File: src/rtl/gate_exerciser.sv
// Self-checking exerciser for a 2-input combinational gate: walks {B,A} through 00..11,
// samples X after a settle interval and reports per-vector mismatches, a count and a pass flag.
module gate_exerciser #(
    parameter int unsigned SETTLE_CYCLES = 2,        // legal range 1..15
    parameter logic [3:0]  EXPECT_TT     = 4'b0001   // bit i = expected X for {B,A} = i
) (
    input  logic       CLK,
    input  logic       RST,
    input  logic       START,
    input  logic       X,
    output logic       A,
    output logic       B,
    output logic       BUSY,
    output logic       DONE,
    output logic       PASS,
    output logic [3:0] ERR_MASK,
    output logic [2:0] FAIL_CNT
);

    typedef enum logic [1:0] {StIdle, StSettle, StCheck, StFinish} state_e;

    state_e     state;
    logic [1:0] index;
    logic [3:0] count;
    logic       mismatch;
    logic [2:0] fail_next;

    // Case inequality so an unknown X from the gate is flagged rather than silently passed.
    always_comb begin
        mismatch  = (X !== EXPECT_TT[index]);
        fail_next = FAIL_CNT + {2'b00, mismatch};
    end

    always_ff @(posedge CLK) begin
        if (RST) begin
            state    <= StIdle;
            index    <= 2'd0;
            count    <= 4'd0;
            A        <= 1'b0;
            B        <= 1'b0;
            BUSY     <= 1'b0;
            DONE     <= 1'b0;
            PASS     <= 1'b0;
            ERR_MASK <= 4'd0;
            FAIL_CNT <= 3'd0;
        end else begin
            DONE <= 1'b0;
            unique case (state)
                StIdle: begin
                    A <= 1'b0;
                    B <= 1'b0;
                    if (START) begin
                        state    <= StSettle;
                        index    <= 2'd0;
                        count    <= 4'd0;
                        ERR_MASK <= 4'd0;
                        FAIL_CNT <= 3'd0;
                        PASS     <= 1'b0;
                        BUSY     <= 1'b1;
                    end
                end
                StSettle: begin
                    if (count == 4'(SETTLE_CYCLES - 1)) begin
                        state <= StCheck;
                    end else begin
                        count <= count + 4'd1;
                    end
                end
                StCheck: begin
                    FAIL_CNT <= fail_next;
                    if (mismatch) begin
                        ERR_MASK[index] <= 1'b1;
                    end
                    if (index == 2'd3) begin
                        // PASS must reflect the fourth check, so it uses the updated count.
                        state <= StFinish;
                        DONE  <= 1'b1;
                        PASS  <= (fail_next == 3'd0);
                        A     <= 1'b0;
                        B     <= 1'b0;
                    end else begin
                        state  <= StSettle;
                        index  <= index + 2'd1;
                        count  <= 4'd0;
                        {B, A} <= index + 2'd1;
                    end
                end
                StFinish: begin
                    state <= StIdle;
                    BUSY  <= 1'b0;
                end
                default: state <= StIdle;
            endcase
        end
    end

endmodule

File: config.mk
export PLATFORM = sky130hd
export DESIGN_NAME = gate_exerciser
export DESIGN_NICKNAME = d
export VERILOG_FILES = /design/src/rtl/gate_exerciser.sv
export SDC_FILE = /design/constraint.sdc
export NUM_CORES = 1
export LEC_CHECK = 0
export CAP_MARGIN = 40
export CORE_MARGIN = 2
export CORE_UTILIZATION = 51
export DETAILED_ROUTE_END_ITERATION = 8
export PLACE_DENSITY = 0.77
export SYNTH_ARGS = -nofsm -noshare
export SYNTH_HDL_FRONTEND = slang
export SYNTH_SLANG_ARGS = --single-unit
File: constraint.sdc
create_clock -name CLK -period 2.05 [get_ports CLK]
set_input_delay 0.41 -clock CLK [delete_from_list [all_inputs] [get_ports CLK]]
set_output_delay 0.41 -clock CLK [all_outputs]
set_load 0.02 [all_outputs]
==> results of run 1 <==
[metal layers]
layer	part of all wire	up-vias
li1	-	402
met1	0.43	403
met2	0.53	13
met3	0.035	2
met4	0.0071	0
met5	0	-
[final cells by class]
type | count | share of cell area
clock buffer | 3 | 0.0185
clock inverter | 1 | 0.0247
inverter | 5 | 0.0154
multi-input combinational | 75 | 0.438
sequential | 20 | 0.329
tap | 25 | 0.0257
timing repair buffer | 19 | 0.148
[synth_stat cells]
cell type | n | area share
dfxtp_1 | 20 | 0.41
and3b_1 | 1 | 0.0090
a2bb2oi_1 | 1 | 0.0090
buf_6 | 1 | 0.012
nand3b_1 | 3 | 0.023
ha_1 | 8 | 0.10
nand4bb_1 | 1 | 0.012
o21ai_0 | 1 | 0.0051
o21bai_1 | 1 | 0.0077
buf_4 | 1 | 0.0077
nor2b_1 | 1 | 0.0064
nor3_1 | 5 | 0.026
nor4b_1 | 1 | 0.0090
nand2_1 | 3 | 0.012
nor3b_1 | 2 | 0.015
a21oi_1 | 14 | 0.072
o31ai_1 | 1 | 0.0077
nand4_1 | 1 | 0.0064
nor2b_4 | 1 | 0.014
nand2b_1 | 2 | 0.013
clkbuf_1 | 2 | 0.0077
or4b_1 | 1 | 0.010
inv_1 | 5 | 0.019
a21oi_2 | 1 | 0.0090
or2_2 | 1 | 0.0064
or3b_1 | 1 | 0.0090
mux2i_1 | 3 | 0.031
and2_1 | 1 | 0.0064
a22oi_1 | 3 | 0.023
xor2_1 | 2 | 0.018
nand2b_4 | 1 | 0.014
and2b_1 | 1 | 0.0077
nor2_1 | 12 | 0.046
o21ba_2 | 1 | 0.010
[cell families (layout without fill, tap and decap cells)]
kind of cell               after synthesis  after routing  synth area share
AOI/OAI and AO/OA                       23             23             0.144
buffers and inverters                    9             28            0.0463
adders and majority gates                8              8             0.103
and+or+nand+nor                         39             39             0.246
muxes                                    3              3            0.0309
DFF                                     20             20             0.412
xor gates and xnor gates                 2              2            0.0180
[worst max-delay path, cell delays in order, from the launching register on]
cell     delay, ns
dfxtp_1       0.40
inv_1         0.08
ha_1          0.21
xor2_1        0.19
ha_1          0.19
ha_1          0.21
xor2_1        0.16
nor4b_2       0.24
mux2i_1       0.12
nor2_1        0.10
[worst max-delay path by stage]
| stage | from | to | depth (start not counted) |
|---|---|---|---|
| 2_1_floorplan | index[0]$_SDFFE_PP0P_ | PASS$_SDFFE_PP0P_ | 9 |
| 3_3_place_gp | X | PASS$_SDFFE_PP0P_ | 7 |
| 3_5_place_dp | X | PASS$_SDFFE_PP0P_ | 7 |
| 4_1_cts | index[1]$_SDFFE_PP0P_ | PASS$_SDFFE_PP0P_ | 9 |
| 5_1_grt | index[1]$_SDFFE_PP0P_ | PASS$_SDFFE_PP0P_ | 9 |
| 6_report | index[1]$_SDFFE_PP0P_ | PASS$_SDFFE_PP0P_ | 9 |
[through the flow]
step                      hold slack (ns)  instance area (µm²)
final                               0.499                 1220
after CTS                           0.504                 1210
after detailed placement            0.487                 1160
after global placement              0.478                 1160
after floorplan                     0.467                  972
after global routing                0.542                 1220
[sequential cells by signal (all words and copies together), names as in the netlist]
signal,flops
BUSY,1
ERR_MASK,4
count,4
B,1
state,2
index,2
A,1
DONE,1
FAIL_CNT,3
PASS,1
[where the power goes]
group | total (W) | switching [W] | internal [W]
Clock | 0.000319 | 0.000121 | 0.000198
Combinational | 0.000107 | 0.0000566 | 0.0000507
Sequential | 0.000408 | 0.00000912 | 0.000399
[placed cells by master, fill, tap and decap left out, types with 2 or more instances in the layout]
master / netlist / layout
nand3b_1: 3 / 3
dfxtp_1: 20 / 20
buf_4: 1 / 4
nand2_1: 3 / 3
clkdlybuf4s50_1: 0 / 15
nand2b_1: 2 / 2
mux2i_1: 3 / 3
nor3b_1: 2 / 2
clkbuf_4: 0 / 3
ha_1: 8 / 8
nor3_1: 5 / 5
a21oi_1: 14 / 14
xor2_1: 2 / 2
a22oi_1: 3 / 3
nor2_1: 12 / 12
inv_1: 5 / 5
==> out/qor.yml, run 1 <==
status:
  status: "finished clean"
route:
  vias: 820
  drt-wirelength-per-cell_um: 13.3
  drtAntennaViolNets: 0
  viasPerCell: 5.54
  drc_errors: 0
  drt_iter0_markers: 22
  routed_wl_um: 1970
  first_pass_iters: 4
job:
  cap_violations: 0
yosys:
  synth_warnings: 0
  syn_inst: 104
  synth_area_per_cell_um2: 9.35
  ys_ff_latch: 20
  synthesis.nets: 116
  yosysSeqAreaShare: 0.412
  yosysUniqueCellTypes: 34
  synth_area_um2: 972
global_route:
  met1_usage: 0.227
  grt_pass1_wl_um: 3080
  gr-max-usage-layer: "met2"
  grt_max_degree: 16
  grt_pass1_vias: 743
  gr-usage-all-layers: 0.197
  overflow: 0
  antenna_found_initial: 0
  use_met3: 0.0679
  globalRouteMet2Util: 0.357
timing:
  fin_crit_sh: 0.953
  worst_slew_pin_slew_ns: 0.530
  setup_ws_ns: 0.0963
  slew_viol_final: 0
  min_period_ns: 1.95
  fmax_mhz: 512
  slew_headroom: 0.645
  setup_viol: 0
  setup_tns_ns: 0
  clock_skew_ns: 0.0109
  hold_violations: 0
worst_setup_path:
  cp_max_fo: 4
  rrSetupSlack_ns: 0.1
  worstReg2RegEnd: "PASS$_SDFFE_PP0P_"
  startpoint_type: "flip-flop"
  worst_ep_required_time_ns: 2.30
  path_class: "flip-flop to flip-flop"
  worstPathArrival_ns: 2.20
  r2r-start: "index[1]$_SDFFE_PP0P_"
  setup.worst_path.end_class: "flip-flop"
  rr_worst_depth: 9
cells_and_area:
  final_nets: 136
  area.sequential_um2: 400
  final_core_util: 0.689
  area_growth_pct: 25.1
  drive_gt1_frac: 0.114
  diodes: 0
  multi_input_area_um2: 533
  final_cells: 148
  n_fill_cell: 157
power:
  power_density_mw_per_mm2: 686
  power_w: 0.000834
  peakVddDrop_mv: 0.921
  p_leak_nw: 0.474
die:
  ios: 16
  die_area_mm2: 0.00227
  dieHeight_um: 47.7
  initial_core_util: 0.551
  num_rows: 15
  core_area_mm2: 0.00176
  die_x_um: 47.7
clock_tree:
  clock_path_buffers: 2
  clkLatencyLatePin_ns: 0.30
  htree_levels: 1
  cts-root-buf: "clkbuf_4"
  cts_sinks: 20
  cts_resized: 0
  cts_tree: "yes"
  clk_pin_slew_worst_paths_ns: 0.12
  hold_buffers: 0
  numCtsBuffers: 3
  post_cts_buffers: 0
hold_path:
  min_from: "count[3]$_SDFFE_PP0P_"
  hold_end: "count[3]$_SDFFE_PP0P_"
  hold_path.class: "flip-flop to flip-flop"
  hold_depth: 2
placed_design:
  dpl_worst_slack_ns: -0.152
  dpl.hpwl_um: 1440
  placed_cells: 144
  gp_routability_congestion: 0.755
  io_buffers: 15
Note: power is estimated with default switching activity, not from simulation.
==> inputs of run 2 (changes only) <==
ABC_CLOCK_PERIOD_IN_PS = 2200   (was not set)
clock period = 2.2 ns   (was 2.05 ns; I/O delays follow)
==> run 2 against run 1 <==
  * Sequential power down 5.1%
  * Final area decreased by 2.5%
  * Die area is the same
  * Non-clock buffer count shrank 1
  * Hold slack improved by 0.020 ns
  * Clock power down 28%
  * Critical endpoint unchanged
  * Core utilization down 1.7 points
  * Global-route usage up 3.7 points
  * Fmax fell by 1.4%
  * First-iteration DRC count fell by 73%
==> out/qor.yml, run 2 (synthesis gave the netlist of run 1 again) <==
worst_setup_path:
  cp_top_family: "adder cells"
  startpoint_type: "flip-flop"
  setup.worst_path.end_class: "flip-flop"
  crit_buf_inv: 1  # unchanged
  worst_ep_required_time_ns: 2.47  # +0.17 ns
  crit_path_max_incr_delay_ns: 0.39  # about the same
  crit_path_frequent_cell: "ha_1"
  critPathSlowestCell: "dfxtp_1"
  worstPathArrival_ns: 2.25  # +0.05 ns
  path_cells: "inv_1, ha_1, xor2_1, ha_1, ha_1, xor2_1, nor4b_1, mux2i_1, nor2_1"
  path_class: "flip-flop to flip-flop"
  cp_max_fo: 4  # unchanged
clock_tree:
  cts_tree: "yes"
  clk_pin_slew_worst_paths_ns: 0.13  # about the same
  clkLatencyLatePin_ns: 0.31  # about the same
  cts_resized: 0  # unchanged
  cts_sinks: 20  # unchanged
  clock_path_buffers: 2  # unchanged
  hold_buffers: 0  # unchanged
  post_cts_buffers: 0  # unchanged
  cts-root-buf: "clkbuf_4"
  numCtsBuffers: 3  # unchanged
  htree_levels: 1  # unchanged
die:
  die_x_um: 47.7  # unchanged
  num_rows: 15  # unchanged
  core_area_mm2: 0.00176  # unchanged
  ios: 16  # unchanged
  initial_core_util: 0.551  # unchanged
  dieHeight_um: 47.7  # unchanged
  die_area_mm2: 0.00227  # unchanged
power:
  power_density_mw_per_mm2: 597  # -13%
  p_leak_nw: 0.460  # -2.8%
  peakVddDrop_mv: 0.500  # -46%
cells_and_area:
  final_common_cell: "dfxtp_1"
  top_regs: "ERR_MASK: 4 flops, count: 4 flops, FAIL_CNT: 3 flops"
  final_core_util: 0.672  # -0.0170
  final_cells: 147  # -0.68%
  diodes: 0  # unchanged
  final_nets: 135  # -0.74%
  drive_gt1_frac: 0.0984  # -0.0155
  area_growth_pct: 22.0
  final_cell_mix: "20 x dfxtp_1, 15 x clkdlybuf4s50_1, 14 x a21oi_1, 12 x nor2_1, 8 x ha_1"
placed_design:
  dpl_worst_slack_ns: 0.0454  # +0.197 ns
  placed_cells: 143  # -0.69%
  gp_routability_congestion: 0.735  # -2.6%
  dpl.hpwl_um: 1580  # +9.7%
  io_buffers: 15  # unchanged
global_route:
  gr-usage-all-layers: 0.234  # +0.0368
  grt_pass1_vias: 772  # +3.9%
  grt_pass1_wl_um: 3610  # +17%
  antenna_found_initial: 0  # unchanged
  grt_max_degree: 14  # -2
  overflow: 0  # unchanged
timing:
  worst_slew_pin_slew_ns: 0.504  # -0.0268 ns
  setup_viol: 0  # unchanged
  whs_ns: 0.519  # +0.0200 ns
  setup_ws_ns: 0.219  # +0.122 ns
  fmax_mhz: 505  # -1.4%
  hold_violations: 0  # unchanged
  clock_skew_ns: 0.00446  # -0.00640 ns
  min_period_ns: 1.98  # +0.0275 ns
  setup_tns_ns: 0  # unchanged
  slew_viol_final: 0  # unchanged
  rsz0062_at_grt: "no"
  slew_headroom: 0.664  # +0.0185
  fin_crit_sh: 0.901  # -0.0525
hold_path:
  hold_path.class: "flip-flop to flip-flop"
route:
  vias: 800  # -2.4%
  drtAntennaViolNets: 0  # unchanged
  first_pass_iters: 4  # unchanged
  routed_wl_um: 2190  # +11%
  drt-wirelength-per-cell_um: 14.9  # +12%
  drc_errors: 0  # unchanged
  drt_iter0_markers: 6  # -73%
  viasPerCell: 5.44  # -1.8%
status:
  status: "finished clean"
job:
  cap_violations: 0  # unchanged
## run 2: changes by cell type in the layout (fill, tap and decap cells not counted), sizes merged
cell    previous run  this run
bufinv             1         0
clkbuf             3         4
buf                4         3
## run 2: path summary, 6_finish.rpt
path                       startpoint                       end  slack [ns]  depth (start not counted)
max             index[1]$_SDFFE_PP0P_         PASS$_SDFFE_PP0P_        0.22                          9
max reg2reg     index[1]$_SDFFE_PP0P_         PASS$_SDFFE_PP0P_        0.22                          9
min reg2reg  ERR_MASK[2]$_SDFFE_PP0P_  ERR_MASK[2]$_SDFFE_PP0P_        0.52                          2
min          ERR_MASK[2]$_SDFFE_PP0P_  ERR_MASK[2]$_SDFFE_PP0P_        0.52                          2
## run 2: where the power goes
part           switching, W  internal, W
Clock              0.000128     0.000101
Sequential        0.0000154     0.000372
Combinational     0.0000473    0.0000452
## run 2: layout make-up
type                            count  area [µm²]
Fill cell                         160         578
Timing Repair Buffer               18         173
Inverter                            5        18.8
Multi-Input combinational cell     75         527
Tap cell                           25        31.3
Clock buffer                        4        36.3
Sequential cell                    20         400
## run 2: layer usage
metal  global-route usage  up-vias  routed length, µm
met1                0.319      381                980
met5                    0        -                  0
li1                     -      397                  -
met2                0.378       17               1120
met3               0.0226        5                 62
met4               0.0973        0                 36
## run 2: worst register-to-register path, delay by kind of cell, from the launching register on
family | cells | cell delay, ns
XOR/XNOR | 2 | 0.35
adder cells (fa/ha/maj) | 3 | 0.61
buffers and inverters | 1 | 0.08
flip-flops | 1 | 0.39
multiplexers | 1 | 0.13
AND/OR/NAND/NOR | 2 | 0.38
## run 2: through the flow
stage	total power (W)	area, µm²
after global placement	0.000482	1150
after global routing	0.000728	1190
after detailed placement	0.000487	1150
after CTS	0.000707	1190
final	0.000709	1190
after floorplan	0.000454	972
==> inputs of run 3 (changes only) <==
MAX_ROUTING_LAYER = met4   (was not set)
==> run 3 against run 2 <==
  * Clock-buffer cell count stayed put
  * Total power hardly changed
  * Setup slack better by 0.0034 ns
  * Via count is 0.38% higher
  * First-iteration DRC count is 67% higher
  * Flip-flop and latch count stayed put
  * Largest power group unchanged
==> out/qor.yml, run 3 (synthesis gave the netlist of run 1 again) <==
status:
  status: "finished clean"
placed_design:
  dpl.hpwl_um: 1580  # unchanged
  gp_routability_congestion: 0.744  # +1.2%
  io_buffers: 15  # unchanged
die:
  die_area_mm2: 0.00227  # unchanged
  die_x_um: 47.7  # unchanged
  ios: 16  # unchanged
  core_area_mm2: 0.00176  # unchanged
  dieHeight_um: 47.7  # unchanged
  initial_core_util: 0.551  # unchanged
  num_rows: 15  # unchanged
route:
  routed_wl_um: 2190  # about the same
  drc_errors: 0  # unchanged
  vias: 803  # +0.38%
  drt-wirelength-per-cell_um: 14.9  # about the same
  drt_iter0_markers: 10  # +4
  viasPerCell: 5.46  # +0.37%
  first_pass_iters: 4  # unchanged
  drtAntennaViolNets: 0  # unchanged
clock_tree:
  hold_buffers: 0  # unchanged
  clk_pin_slew_worst_paths_ns: 0.13  # about the same
  cts_tree: "yes"
  cts_sinks: 20  # unchanged
  cts-root-buf: "clkbuf_4"
  numCtsBuffers: 3  # unchanged
  clkLatencyLatePin_ns: 0.31  # about the same
  cts_resized: 0  # unchanged
  post_cts_buffers: 0  # unchanged
  clock_path_buffers: 2  # unchanged
  htree_levels: 1  # unchanged
power:
  power_frac_seq: 0.546  # about the same
  p_sw_w: 0.000191  # about the same
  peakVddDrop_mv: 0.500  # about the same
  p_clk_frac: 0.323  # about the same
  swShare: 0.269  # about the same
  power.internal_w: 0.000518  # about the same
  combPwrFrac: 0.131  # about the same
  power_density_mw_per_mm2: 598  # about the same
  p_leak_nw: 0.460  # unchanged
timing:
  slew_headroom: 0.660  # -0.00340
  slew_viol_final: 0  # unchanged
  worst_slew_pin_slew_ns: 0.509  # +0.00510 ns
  fin_crit_sh: 0.899  # -0.00153
  hold_violations: 0  # unchanged
  setup_tns_ns: 0  # unchanged
  clock_skew_ns: 0.00446  # -0.00000142 ns
  rsz0062_at_grt: "no"
  setup_viol: 0  # unchanged
  fmax_mhz: 506  # +0.17%
  min_period_ns: 1.98  # -0.00336 ns
global_route:
  overflow: 0  # unchanged
  gr-usage-all-layers: 0.240  # +0.00668
  antenna_found_initial: 0  # unchanged
  grt_pass1_vias: 767  # -0.65%
  grt_pass1_wl_um: 3610  # unchanged
  grt_max_degree: 14  # unchanged
cells_and_area:
  final_cell_mix: "20 x dfxtp_1, 15 x clkdlybuf4s50_1, 14 x a21oi_1, 12 x nor2_1, 8 x ha_1"
  area_growth_pct: 22.0  # unchanged
  drive_gt1_frac: 0.0984  # unchanged
  top_regs: "ERR_MASK: 4 flops, count: 4 flops, FAIL_CNT: 3 flops"
  final_nets: 135  # unchanged
  diodes: 0  # unchanged
  final_core_util: 0.672  # unchanged
  final_common_cell: "dfxtp_1"
  n_fill_cell: 160  # unchanged
worst_setup_path:
  setup.worst_path.end_class: "flip-flop"
  startpoint: "index[1]$_SDFFE_PP0P_"
  path_class: "flip-flop to flip-flop"
  rr_worst_depth: 9  # unchanged
  rrSetupSlack_ns: 0.22  # about the same
  worstPathArrival_ns: 2.24  # about the same
  r2r-start: "index[1]$_SDFFE_PP0P_"
  cp_max_fo: 4  # unchanged
  critPathCapture: "PASS$_SDFFE_PP0P_"
  startpoint_type: "flip-flop"
  worst_ep_required_time_ns: 2.46  # about the same
  worstReg2RegEnd: "PASS$_SDFFE_PP0P_"
hold_path:
  hold_path.class: "flip-flop to flip-flop"
job:
  cap_violations: 0  # unchanged
-- run 3: cell counts in the layout (fill, tap and decap cells not counted) --
Identical to the previous run, type by type.
-- run 3: metrics by stage --
step	cell area, µm²	hold slack (ns)	worst slack [ns]	instances	total power, W
after floorplan	972	0.467	0.357	104	0.000454
after global placement	1150	0.478	0.118	143	0.000482
after detailed placement	1150	0.487	0.0454	143	0.000487
after CTS	1190	0.519	0.214	147	0.000707
after global routing	1190	0.539	0.0698	147	0.000728
final	1190	0.519	0.222	147	0.000709
-- run 3: layer usage --
metal	track usage	share of wire
met1	0.319	0.45
met2	0.376	0.51
met3	0.0226	0.025
met4	0.0973	0.016
met5	-	0
-- run 3: final cells by class --
| cell class | count | area (µm²) | share of cell area |
|---|---|---|---|
| multi-input combinational | 75 | 527 | 0.444 |
| sequential | 20 | 400 | 0.338 |
| timing repair buffer | 18 | 173 | 0.146 |
| clock buffer | 4 | 36.3 | 0.0306 |
| tap | 25 | 31.3 | 0.0264 |
| inverter | 5 | 18.8 | 0.0158 |
-- run 3: how the worst min path moves through the flow --
stage,end,cells after the start,start
CTS,ERR_MASK[3]$_SDFFE_PP0P_,2,ERR_MASK[3]$_SDFFE_PP0P_
floorplan,count[3]$_SDFFE_PP0P_,2,count[3]$_SDFFE_PP0P_
global placement,B$_SDFFE_PP0P_,2,B$_SDFFE_PP0P_
detailed placement,B$_SDFFE_PP0P_,2,B$_SDFFE_PP0P_
finish,ERR_MASK[2]$_SDFFE_PP0P_,2,ERR_MASK[2]$_SDFFE_PP0P_
global route,count[2]$_SDFFE_PP0P_,2,count[2]$_SDFFE_PP0P_
-- run 3: power groups by stage --
| stage | clock network [W] | logic, W | registers (W) |
|---|---|---|---|
| 2_1_floorplan | 0 | 0.0000627 | 0.000391 |
| 3_3_place_gp | 0 | 0.0000882 | 0.000394 |
| 3_5_place_dp | 0 | 0.0000927 | 0.000394 |
| 4_1_cts | 0.000227 | 0.0000932 | 0.000387 |
| 5_1_grt | 0.000237 | 0.000101 | 0.000389 |
| 6_report | 0.000229 | 0.0000927 | 0.000387 |
-- run 3: worst max-delay path: stages (launching register included) --
cell	delay (ns)
dfxtp_1	0.39
inv_1	0.08
ha_1	0.21
xor2_1	0.19
ha_1	0.19
ha_1	0.21
xor2_1	0.16
nor4b_1	0.29
mux2i_1	0.12
nor2_1	0.09
